$ cat config.mk
export PLATFORM = sky130hd
export DESIGN_NAME = data_memory_interface_flat
export DESIGN_NICKNAME = d
export VERILOG_FILES = /design/src/rtl/data_memory_interface_pkg.sv /design/src/rtl/data_memory_interface_if.sv /design/src/rtl/data_memory_interface_load_store_aligner.sv /design/src/rtl/data_memory_interface.sv /design/src/flat_wrapper.sv
export SDC_FILE = /design/constraint.sdc
export NUM_CORES = 1
export LEC_CHECK = 0
export CAP_MARGIN = 20
export CORE_UTILIZATION = 25
export DETAILED_ROUTE_END_ITERATION = 6
export SLEW_MARGIN = 20
export SYNTH_ARGS = -nofsm -noshare
export SYNTH_HDL_FRONTEND = slang
export SYNTH_SLANG_ARGS = --single-unit
export TNS_END_PERCENT = 20
$ cat constraint.sdc
create_clock -name clock -period 3.1 [get_ports clock]
set_input_delay 0.31 -clock clock [delete_from_list [all_inputs] [get_ports clock]]
set_output_delay 0.31 -clock clock [all_outputs]
set_load 0.05 [all_outputs]
$ cat src/rtl/data_memory_interface_pkg.sv
// Shared types and constants for the data memory interface: load/store
// format encodings (inst_funct3), FSM state type and timeout counter width.
package data_memory_interface_pkg;

   localparam logic [2:0] MEM_LB  = 3'b000;
   localparam logic [2:0] MEM_LH  = 3'b001;
   localparam logic [2:0] MEM_LW  = 3'b010;
   localparam logic [2:0] MEM_LBU = 3'b100;
   localparam logic [2:0] MEM_LHU = 3'b101;

   // Low two funct3 bits give the access size for both loads and stores.
   localparam logic [1:0] SIZE_BYTE = 2'b00;
   localparam logic [1:0] SIZE_HALF = 2'b01;

   localparam int DMI_TIMEOUT_W = 8;

   typedef enum logic [1:0] {
      IDLE   = 2'd0,
      ACCESS = 2'd1,
      DONE   = 2'd2
   } dmi_state_t;

endpackage

$ cat src/rtl/data_memory_interface_if.sv
// Word-bus side of the data memory interface; master drives requests,
// slave returns read data and ready.
interface data_memory_interface_if #(
   parameter int ADDR_WIDTH = 32
);
   logic [ADDR_WIDTH-1:0] bus_address;
   logic                  bus_read_enable;
   logic                  bus_write_enable;
   logic [3:0]            bus_byte_enable;
   logic [31:0]           bus_write_data;
   logic [31:0]           bus_read_data;
   logic                  bus_ready;

   modport master (
      output bus_address, bus_read_enable, bus_write_enable,
             bus_byte_enable, bus_write_data,
      input  bus_read_data, bus_ready
   );

   modport slave (
      input  bus_address, bus_read_enable, bus_write_enable,
             bus_byte_enable, bus_write_data,
      output bus_read_data, bus_ready
   );
endinterface

$ cat src/rtl/data_memory_interface_load_store_aligner.sv
// Combinational lane logic: store byte enables / data replication,
// alignment check, and load byte/half extraction with extension.
module load_store_aligner
   import data_memory_interface_pkg::*;
(
   input  logic [1:0]  st_size,
   input  logic [1:0]  st_off,
   input  logic [31:0] st_data,
   output logic [3:0]  st_be,
   output logic [31:0] st_wdata,
   output logic        st_misaligned,
   input  logic [2:0]  ld_fmt,
   input  logic [1:0]  ld_off,
   input  logic [31:0] ld_word,
   output logic [31:0] ld_data
);
   logic [7:0]  ld_byte;
   logic [15:0] ld_half;
   logic        ld_sext;

   always_comb begin
      st_be         = 4'b1111;
      st_wdata      = st_data;
      st_misaligned = 1'b0;
      case (st_size)
         SIZE_BYTE: begin
            st_be    = 4'b0001 << st_off;
            st_wdata = {4{st_data[7:0]}};
         end
         SIZE_HALF: begin
            st_be         = 4'b0011 << st_off;
            st_wdata      = {2{st_data[15:0]}};
            st_misaligned = st_off[0];
         end
         default: st_misaligned = |st_off;
      endcase
   end

   always_comb begin
      ld_byte = ld_word[8*ld_off +: 8];
      ld_half = ld_off[1] ? ld_word[31:16] : ld_word[15:0];
      // funct3[2] selects the unsigned variants (LBU/LHU).
      ld_sext = ~ld_fmt[2];
      case (ld_fmt[1:0])
         SIZE_BYTE: ld_data = {{24{ld_byte[7] & ld_sext}}, ld_byte};
         SIZE_HALF: ld_data = {{16{ld_half[15] & ld_sext}}, ld_half};
         default:   ld_data = ld_word;
      endcase
   end
endmodule

$ cat src/rtl/data_memory_interface.sv
// Core load/store to handshaked word-bus bridge with stall generation.
// Optional ACCESS timeout enabled by defining DATA_BUS_TIMEOUT_EN.
module data_memory_interface
   import data_memory_interface_pkg::*;
#(
   parameter int ADDR_WIDTH     = 32,
   parameter int TIMEOUT_CYCLES = 255
) (
   input  logic                  clock,
   input  logic                  reset,
   input  logic                  core_read_enable,
   input  logic                  core_write_enable,
   input  logic [2:0]            core_format,
   input  logic [ADDR_WIDTH-1:0] core_address,
   input  logic [31:0]           core_write_data,
   output logic [31:0]           core_read_data,
   output logic                  stall,
   output logic                  misaligned,
   output logic                  bus_error,
   data_memory_interface_if.master bus
);
   dmi_state_t            state_q, state_d;
   logic [1:0]            off_q, off_d;
   logic [2:0]            fmt_q, fmt_d;
   logic [31:0]           rdata_q, rdata_d;
   logic [ADDR_WIDTH-1:0] bus_addr_q, bus_addr_d;
   logic                  bus_re_q, bus_re_d;
   logic                  bus_we_q, bus_we_d;
   logic [3:0]            bus_be_q, bus_be_d;
   logic [31:0]           bus_wd_q, bus_wd_d;
   logic                  mis_q, mis_d;

   logic        req;
   logic [3:0]  st_be;
   logic [31:0] st_wdata;
   logic        st_mis;
   logic [31:0] ld_data;

   load_store_aligner u_aligner (
      .st_size      (core_format[1:0]),
      .st_off       (core_address[1:0]),
      .st_data      (core_write_data),
      .st_be        (st_be),
      .st_wdata     (st_wdata),
      .st_misaligned(st_mis),
      .ld_fmt       (fmt_q),
      .ld_off       (off_q),
      .ld_word      (rdata_q),
      .ld_data      (ld_data)
   );

   assign req = core_read_enable | core_write_enable;

`ifdef DATA_BUS_TIMEOUT_EN
   localparam logic [DMI_TIMEOUT_W-1:0] TO_LAST = DMI_TIMEOUT_W'(TIMEOUT_CYCLES - 1);
   logic [DMI_TIMEOUT_W-1:0] cnt_q, cnt_d;
   logic                     bus_error_q, bus_error_d;
`else
   // TIMEOUT_CYCLES has no effect without the timeout feature.
   if (TIMEOUT_CYCLES > 0) begin : g_timeout_unused
   end
`endif

   always_comb begin
      state_d    = state_q;
      off_d      = off_q;
      fmt_d      = fmt_q;
      rdata_d    = rdata_q;
      bus_addr_d = bus_addr_q;
      bus_re_d   = bus_re_q;
      bus_we_d   = bus_we_q;
      bus_be_d   = bus_be_q;
      bus_wd_d   = bus_wd_q;
      mis_d      = 1'b0;
`ifdef DATA_BUS_TIMEOUT_EN
      cnt_d       = cnt_q;
      bus_error_d = 1'b0;
`endif
      case (state_q)
         IDLE: begin
            if (req) begin
               off_d   = core_address[1:0];
               fmt_d   = core_format;
               rdata_d = '0;
               if (st_mis) begin
                  mis_d   = 1'b1;
                  state_d = DONE;
               end else begin
                  // Write wins when both enables are high.
                  bus_addr_d = {core_address[ADDR_WIDTH-1:2], 2'b00};
                  bus_we_d   = core_write_enable;
                  bus_re_d   = ~core_write_enable;
                  bus_be_d   = core_write_enable ? st_be : 4'b1111;
                  bus_wd_d   = core_write_enable ? st_wdata : 32'h0;
                  state_d    = ACCESS;
`ifdef DATA_BUS_TIMEOUT_EN
                  cnt_d = '0;
`endif
               end
            end
         end
         ACCESS: begin
            if (bus.bus_ready) begin
               if (bus_re_q) rdata_d = bus.bus_read_data;
               bus_re_d = 1'b0;
               bus_we_d = 1'b0;
               state_d  = DONE;
            end
`ifdef DATA_BUS_TIMEOUT_EN
            else if (cnt_q == TO_LAST) begin
               rdata_d     = '0;
               bus_re_d    = 1'b0;
               bus_we_d    = 1'b0;
               bus_error_d = 1'b1;
               state_d     = DONE;
            end else begin
               cnt_d = cnt_q + 1'b1;
            end
`endif
         end
         default: state_d = IDLE;
      endcase
   end

   always_ff @(posedge clock or posedge reset) begin
      if (reset) begin
         state_q    <= IDLE;
         off_q      <= '0;
         fmt_q      <= '0;
         rdata_q    <= '0;
         bus_addr_q <= '0;
         bus_re_q   <= 1'b0;
         bus_we_q   <= 1'b0;
         bus_be_q   <= '0;
         bus_wd_q   <= '0;
         mis_q      <= 1'b0;
      end else begin
         state_q    <= state_d;
         off_q      <= off_d;
         fmt_q      <= fmt_d;
         rdata_q    <= rdata_d;
         bus_addr_q <= bus_addr_d;
         bus_re_q   <= bus_re_d;
         bus_we_q   <= bus_we_d;
         bus_be_q   <= bus_be_d;
         bus_wd_q   <= bus_wd_d;
         mis_q      <= mis_d;
      end
   end

`ifdef DATA_BUS_TIMEOUT_EN
   always_ff @(posedge clock or posedge reset) begin
      if (reset) begin
         cnt_q       <= '0;
         bus_error_q <= 1'b0;
      end else begin
         cnt_q       <= cnt_d;
         bus_error_q <= bus_error_d;
      end
   end
   assign bus_error = bus_error_q;
`else
   assign bus_error = 1'b0;
`endif

   assign stall          = (state_q == ACCESS) || ((state_q == IDLE) && req);
   assign misaligned     = mis_q;
   assign core_read_data = (state_q == DONE) ? ld_data : 32'h0;

   assign bus.bus_address      = bus_addr_q;
   assign bus.bus_read_enable  = bus_re_q;
   assign bus.bus_write_enable = bus_we_q;
   assign bus.bus_byte_enable  = bus_be_q;
   assign bus.bus_write_data   = bus_wd_q;
endmodule
$ cat src/flat_wrapper.sv
// flat-port wrapper written by rule: the top's interface ports become plain ports
module data_memory_interface_flat import data_memory_interface_pkg::*;
#(
   parameter int ADDR_WIDTH     = 32,
   parameter int TIMEOUT_CYCLES = 255
)
  (clock, reset, core_read_enable, core_write_enable, core_format, core_address, core_write_data, core_read_data, stall, misaligned, bus_error, bus_bus_address, bus_bus_read_enable, bus_bus_write_enable, bus_bus_byte_enable, bus_bus_write_data, bus_bus_read_data, bus_bus_ready);
  data_memory_interface_if #(.ADDR_WIDTH(ADDR_WIDTH)) bus_i ();
  input  logic clock;
  input  logic reset;
  input  logic core_read_enable;
  input  logic core_write_enable;
  input  logic [2:0] core_format;
  input  logic [ADDR_WIDTH-1:0] core_address;
  input  logic [31:0] core_write_data;
  output logic [31:0] core_read_data;
  output logic stall;
  output logic misaligned;
  output logic bus_error;
  output wire logic [$bits(bus_i.bus_address)-1:0] bus_bus_address;
  output wire logic [$bits(bus_i.bus_read_enable)-1:0] bus_bus_read_enable;
  output wire logic [$bits(bus_i.bus_write_enable)-1:0] bus_bus_write_enable;
  output wire logic [$bits(bus_i.bus_byte_enable)-1:0] bus_bus_byte_enable;
  output wire logic [$bits(bus_i.bus_write_data)-1:0] bus_bus_write_data;
  input wire logic [$bits(bus_i.bus_read_data)-1:0] bus_bus_read_data;
  input wire logic [$bits(bus_i.bus_ready)-1:0] bus_bus_ready;
  assign bus_bus_address = bus_i.bus_address;
  assign bus_bus_read_enable = bus_i.bus_read_enable;
  assign bus_bus_write_enable = bus_i.bus_write_enable;
  assign bus_bus_byte_enable = bus_i.bus_byte_enable;
  assign bus_bus_write_data = bus_i.bus_write_data;
  assign bus_i.bus_read_data = bus_bus_read_data;
  assign bus_i.bus_ready = bus_bus_ready;
  data_memory_interface #(.ADDR_WIDTH(ADDR_WIDTH), .TIMEOUT_CYCLES(TIMEOUT_CYCLES)) u_core (.clock(clock), .reset(reset), .core_read_enable(core_read_enable), .core_write_enable(core_write_enable), .core_format(core_format), .core_address(core_address), .core_write_data(core_write_data), .core_read_data(core_read_data), .stall(stall), .misaligned(misaligned), .bus_error(bus_error), .bus(bus_i));
endmodule
==> metrics, run 1 <==
status finished, final reports clean; Clock Latency Late Sink 0.35 ns; P_leak 3.38 nW; fmax 0.339 GHz; Filler cells 2,043; Post-synth EDFFs 0; total number of clock tree sinks 108; Worst Path Required 2.79 ns; Slew Viols, Final 0; first-pass GRT wire length 25,500 um; minimum clock period 2.95 ns; Worst Hold Class in -> async; detailed-placement wirelength estimate 11,500 um; type of the worst setup path reg -> out; vias in the first global route 4,604; initial DRC count 125; Main synth FF type dfrtp_1; post-synthesis cell type count 33; pin count of the biggest net entering global routing 109; vias per inst 4.53; MaxCap Viol Count 0; ys async rst share 100%; DRT Pass-1 Iters 4; Ys Warns 0; area delta synth->final 53.3%; setup TNS 0 ns; Slowest-stage cell, CP clkdlybuf4s50_1; io pins 209; initial core utilization 25.7%; Critical R2R Capture u_core.bus.bus_address[25]$_DFFE_PP0P_; Area contributors post-synth dfrtp_1 52%, mux2_2 11%, nand2_1 11%; VDD IR max 0.661 mV; overall fraction of global-route tracks in use 15.1%; die area 21,500 sq um; crit-path cells nor3b_4 > a22oi_1 > a21oi_1 > clkdlybuf4s50_1; Rel. slew slack 54.4%; Clock Tree Buf Depth 2; Hold Fails Final Rpt 0; DRC viols 0; total CTS buffers 9; Core ar. 20,400 sq um; critical path launch point u_core.fmt_q[0]$_DFFE_PP0P_; cell count after synthesis 541; clock transition at the registers of the reported paths 0.07 ns; Design Area, Final 8030 sq um; # setup viols final 0; total power 8.74 mW; Die H 147 um; routability cong. 0.827; Seq/Total Area, Yosys 51.6%; Yosys top cell by area dfrtp_1; DP Area 7700 sq um; Worst R2R Setup Slack 1.43 ns; r2r worst-path depth 4; final worst-path cycle share 95.1%; layout cells sized above 1 15.5%; Antenna Violating Nets Remaining 0; Slew @ Worst Pin 0.683 ns; Setup crit start kind flop; total congestion overflow 0; mapped cell area 5240 sq um; Seq cells post-synth 108; CP max FO 13; CTS tree done; initial antenna violation count 1; Reg2Reg Launch Point u_core.state_q[0]$_DFFE_PP0P_; Detailed Route WL 15,800 um; H-tree levels 3; FP Rows 52; Power Dens Cells 1090 nW/um^2; Root Buffer clkbuf_16; Layout Nets 832; crit end category primary output; clk_skew 0.0124 ns; synth cell count leaders 148 x nand2_1, 108 x dfrtp_1, 55 x o21ai_0; RSZ-0062 raised after global routing false; most common cell in the synthesized netlist nand2_1; area share of the largest cell type after synthesis 51.6%; syn_area_per_cell 9.68 sq um; die span in x 147 um; via count 4,536; largest stage delay on the critical path 0.84 ns; port bufs 205; CP arrival 2.64 ns; routed len/inst 15.8 um
## cell usage in the layout, fill, tap and decap left out, drive strengths merged, types with 2 or more instances in the layout
cell	count
a21o	4
a21oi	34
a22oi	8
a31oi	2
buf	38
bufinv	3
clkbuf	9
clkdlybuf4s50	179
clkinv	2
clkinvlp	2
conb	3
dfrtp	108
inv	3
mux2	53
mux2i	24
nand2	148
nand2b	2
nand3	4
nor2	15
nor2b	2
o21ai	56
o31ai	24
or2	2
## report_power, final
| group | internal [mW] | switching [mW] | total [mW] |
|---|---|---|---|
| clock | 0.780 | 0.512 | 1.29 |
| combinational | 1.74 | 3.09 | 4.83 |
| sequential | 2.09 | 0.534 | 2.62 |
## timing repair
item                       in CTS  in global routing
setup buffers                   0                  0
setup endpoints to repair       0                 16
hold buffers                    0                  0
gates resized for setup         0                  1
## layout make-up
cell class	instances	area [sq um]	area share, %
well taps	270	338	4.21
flip-flops and latches	108	2700	33.7
clock buffers	9	225	2.80
multi-input cells	387	2340	29.1
repair buffers	217	2300	28.7
diodes	1	2.50	0.0312
clock inverters	5	103	1.28
inverters	5	22.5	0.280
## through the flow
| stage | utilization, % | std cells | setup WS, ns | hold slack, ns |
|---|---|---|---|---|
| 2_1_floorplan | - | 543 | 0.666 | 0.418 |
| 4_1_cts | 39.4 | 1001 | 0.0356 | 0.481 |
| 6_report | 39.4 | 1002 | 0.151 | 0.410 |
| 3_3_place_gp | 37.8 | 987 | 0.493 | 0.460 |
| 5_1_grt | 39.4 | 1001 | 0.0852 | 0.497 |
| 3_5_place_dp | 37.8 | 987 | 0.416 | 0.465 |
## layer usage
metal / part of all wire [%] / GRT usage, %
met5: 0 / 0
met3: 9.2 / 5.90
met1: 42 / 19.0
met4: 1.4 / 3.80
met2: 47 / 24.2
## logic make-up after synthesis
group | Yosys count | share of synthesized area, %
buffers and inverters | 48 | 4.23
and+or+nand+nor | 175 | 13.3
muxes | 77 | 16.0
DFF | 108 | 51.6
AOI/OAI and AO/OA | 132 | 14.9
other | 1 | 0.0716
## critical path, delay by kind of cell, from the launching register on
family / cells / cell delay, ns
AOI/OAI and AO/OA: 2 / 0.41
and+or+nand+nor: 1 / 0.49
buffers and inverters: 1 / 0.84
DFF: 1 / 0.55
## how the worst max path moves through the flow
stage,endpoint,slack (ns),cells past startpoint
CTS,core_read_data[26],0.04,5
global placement,core_read_data[26],0.49,5
global route,core_read_data[3],0.09,4
floorplan,core_read_data[15],0.67,5
finish,core_read_data[3],0.15,4
detailed placement,core_read_data[26],0.42,5
## state kept, by name (all words and copies together), names as in the netlist
register / count
u_core.state_q: 2
u_core.bus.bus_write_enable: 1
u_core.bus.bus_read_enable: 1
u_core.bus.bus_write_data: 32
u_core.off_q: 2
u_core.bus.bus_byte_enable: 4
u_core.bus.bus_address: 30
u_core.misaligned: 1
u_core.rdata_q: 32
u_core.fmt_q: 3
No activity file was read; power rests on OpenSTA's default activity.
==> run 2: changes to the inputs <==
--- a/config.mk
+++ b/config.mk
@@ -8,6 +8,7 @@
 export CAP_MARGIN = 20
 export CORE_UTILIZATION = 25
 export DETAILED_ROUTE_END_ITERATION = 6
+export PLACE_DENSITY = 0.5
 export SLEW_MARGIN = 20
 export SYNTH_ARGS = -nofsm -noshare
 export SYNTH_HDL_FRONTEND = slang
==> run 2 against run 1 <==
Worst hold slack worse by 0.10 ns. Critical path type unchanged. Combinational power grew 1%. Wire length grew 9.0%. Critical path depth stayed put. Via count grew 2.5%. Clock power barely moved. Utilization increased by 0.43 points. Highest routed layer unchanged.
==> metrics, run 2 (synthesis gave the netlist of run 1 again) <==
critical path launch point u_core.fmt_q[1]$_DFFE_PP0P_; io pins 209; FP Rows 52; Worst Path Required 2.79 ns; detailed-placement wirelength estimate 12,900 um; RSZ-0062 raised after global routing false; Sequential Area 2700 sq um; DRT Pass-1 Iters 6; area of the multi-input gates 2340 sq um; Cell Count, Final, Fillers Out 1,010; total CTS buffers 9; initial DRC count 155; vias per inst 4.60; P_leak 3.42 nW; total congestion overflow 0; setup TNS 0 ns; Power Dens Cells 1090 nW/um^2; status finished, final reports clean; WHS 0.307 ns; overall fraction of global-route tracks in use 16.5%; DRC viols 0; CTS tree done; largest stage delay on the critical path 0.85 ns; Slew @ Worst Pin 0.600 ns; first-pass GRT wire length 27,200 um; Setup crit start kind flop; Clock Tree Buf Depth 2; setup slack at placement 0.458 ns; MaxCap Viol Count 0; via count 4,648; routed len/inst 17.1 um; crit-path cells nor3b_4 > a22oi_1 > a21oi_1 > clkdlybuf4s50_1; Detailed Route WL 17,300 um; Rel. slew slack 59.8%; CP arrival 2.53 ns; Clock Latency Late Sink 0.36 ns; Layout Nets 838; Placed Cells 992; Hold Fails Final Rpt 0; crit end category primary output; die area 21,500 sq um; VDD IR max 0.560 mV; initial antenna violation count 0; Design Area, Final 8120 sq um; clock transition at the registers of the reported paths 0.07 ns; fmax 0.352 GHz; pin count of the biggest net entering global routing 81; # setup viols final 0; Root Buffer clkbuf_16; Antenna Violating Nets Remaining 0; final worst-path cycle share 91.5%; CP max FO 12; die span in x 147 um; Layout Utilization 39.9%; Setup WS post-layout 0.263 ns; layout cells sized above 1 16.2%; Slowest-stage cell, CP clkdlybuf4s50_1; commonest non-fill, non-tap cell in the layout clkdlybuf4s50_1; type of the worst setup path reg -> out; total power 8.81 mW; total number of clock tree sinks 108; vias in the first global route 4,829; port bufs 205; Die H 147 um; Worst Hold Class in -> async; clk_skew 0.00848 ns; Reg2Reg Launch Point u_core.state_q[0]$_DFFE_PP0P_; Core ar. 20,400 sq um; H-tree levels 3; routability cong. 0.846; most frequent cells in the layout 180 x clkdlybuf4s50_1, 148 x nand2_1, 107 x dfrtp_1, 55 x o21ai_0, 52 x mux2_2; Filler cells 1,989; # hold bufs at CTS 0; area delta synth->final 55.0%; minimum clock period 2.84 ns; initial core utilization 25.7%; Slew Viols, Final 0; DP Area 7770 sq um
[run 2: critical path: cells and delay by family, from the launching register on]
| kind | cells | cell delay, ns |
|---|---|---|
| compound gates | 2 | 0.36 |
| buf+inv | 1 | 0.85 |
| flops | 1 | 0.52 |
| simple gates | 1 | 0.45 |
[run 2: repair_timing]
item | in CTS | in global routing
resized for setup | 0 | 2
setup endpoints to repair | 0 | 19
buffers inserted | 0 | 0
[run 2: final timing paths]
path | depth (start not counted) | slack (ns) | to
min reg2reg | 2 | 0.48 | u_core.bus.bus_write_data[23]$_DFFE_PP0P_
max reg2reg | 4 | 1.36 | u_core.rdata_q[2]$_DFFE_PP0P_
min | 2 | 0.31 | u_core.rdata_q[30]$_DFFE_PP0P_
min in group clock | 2 | 0.48 | u_core.bus.bus_write_data[23]$_DFFE_PP0P_
max in group asynchronous | 4 | 2.08 | u_core.off_q[1]$_DFFE_PP0P_
max | 4 | 0.26 | core_read_data[3]
[run 2: layout make-up]
type | instances | share of cell area (%)
multi-input combinational | 387 | 28.8
inverter | 5 | 0.277
antenna | 1 | 0.0308
clock buffer | 11 | 2.99
tap | 270 | 4.16
sequential | 108 | 33.3
timing repair buffer | 223 | 29.4
clock inverter | 5 | 1.03
[run 2: metal layers]
metal,global-route usage [%],vias to the layer above,routed length [um]
met5,0,-,0
met1,19.9,2238,7200
li1,-,2236,-
met4,3.96,0,218
met3,6.61,11,1510
met2,27.2,163,8330
[run 2: power by group]
| group | internal (mW) | switching [mW] |
|---|---|---|
| Sequential | 2.09 | 0.566 |
| Clock | 0.734 | 0.540 |
| Combinational | 1.76 | 3.12 |
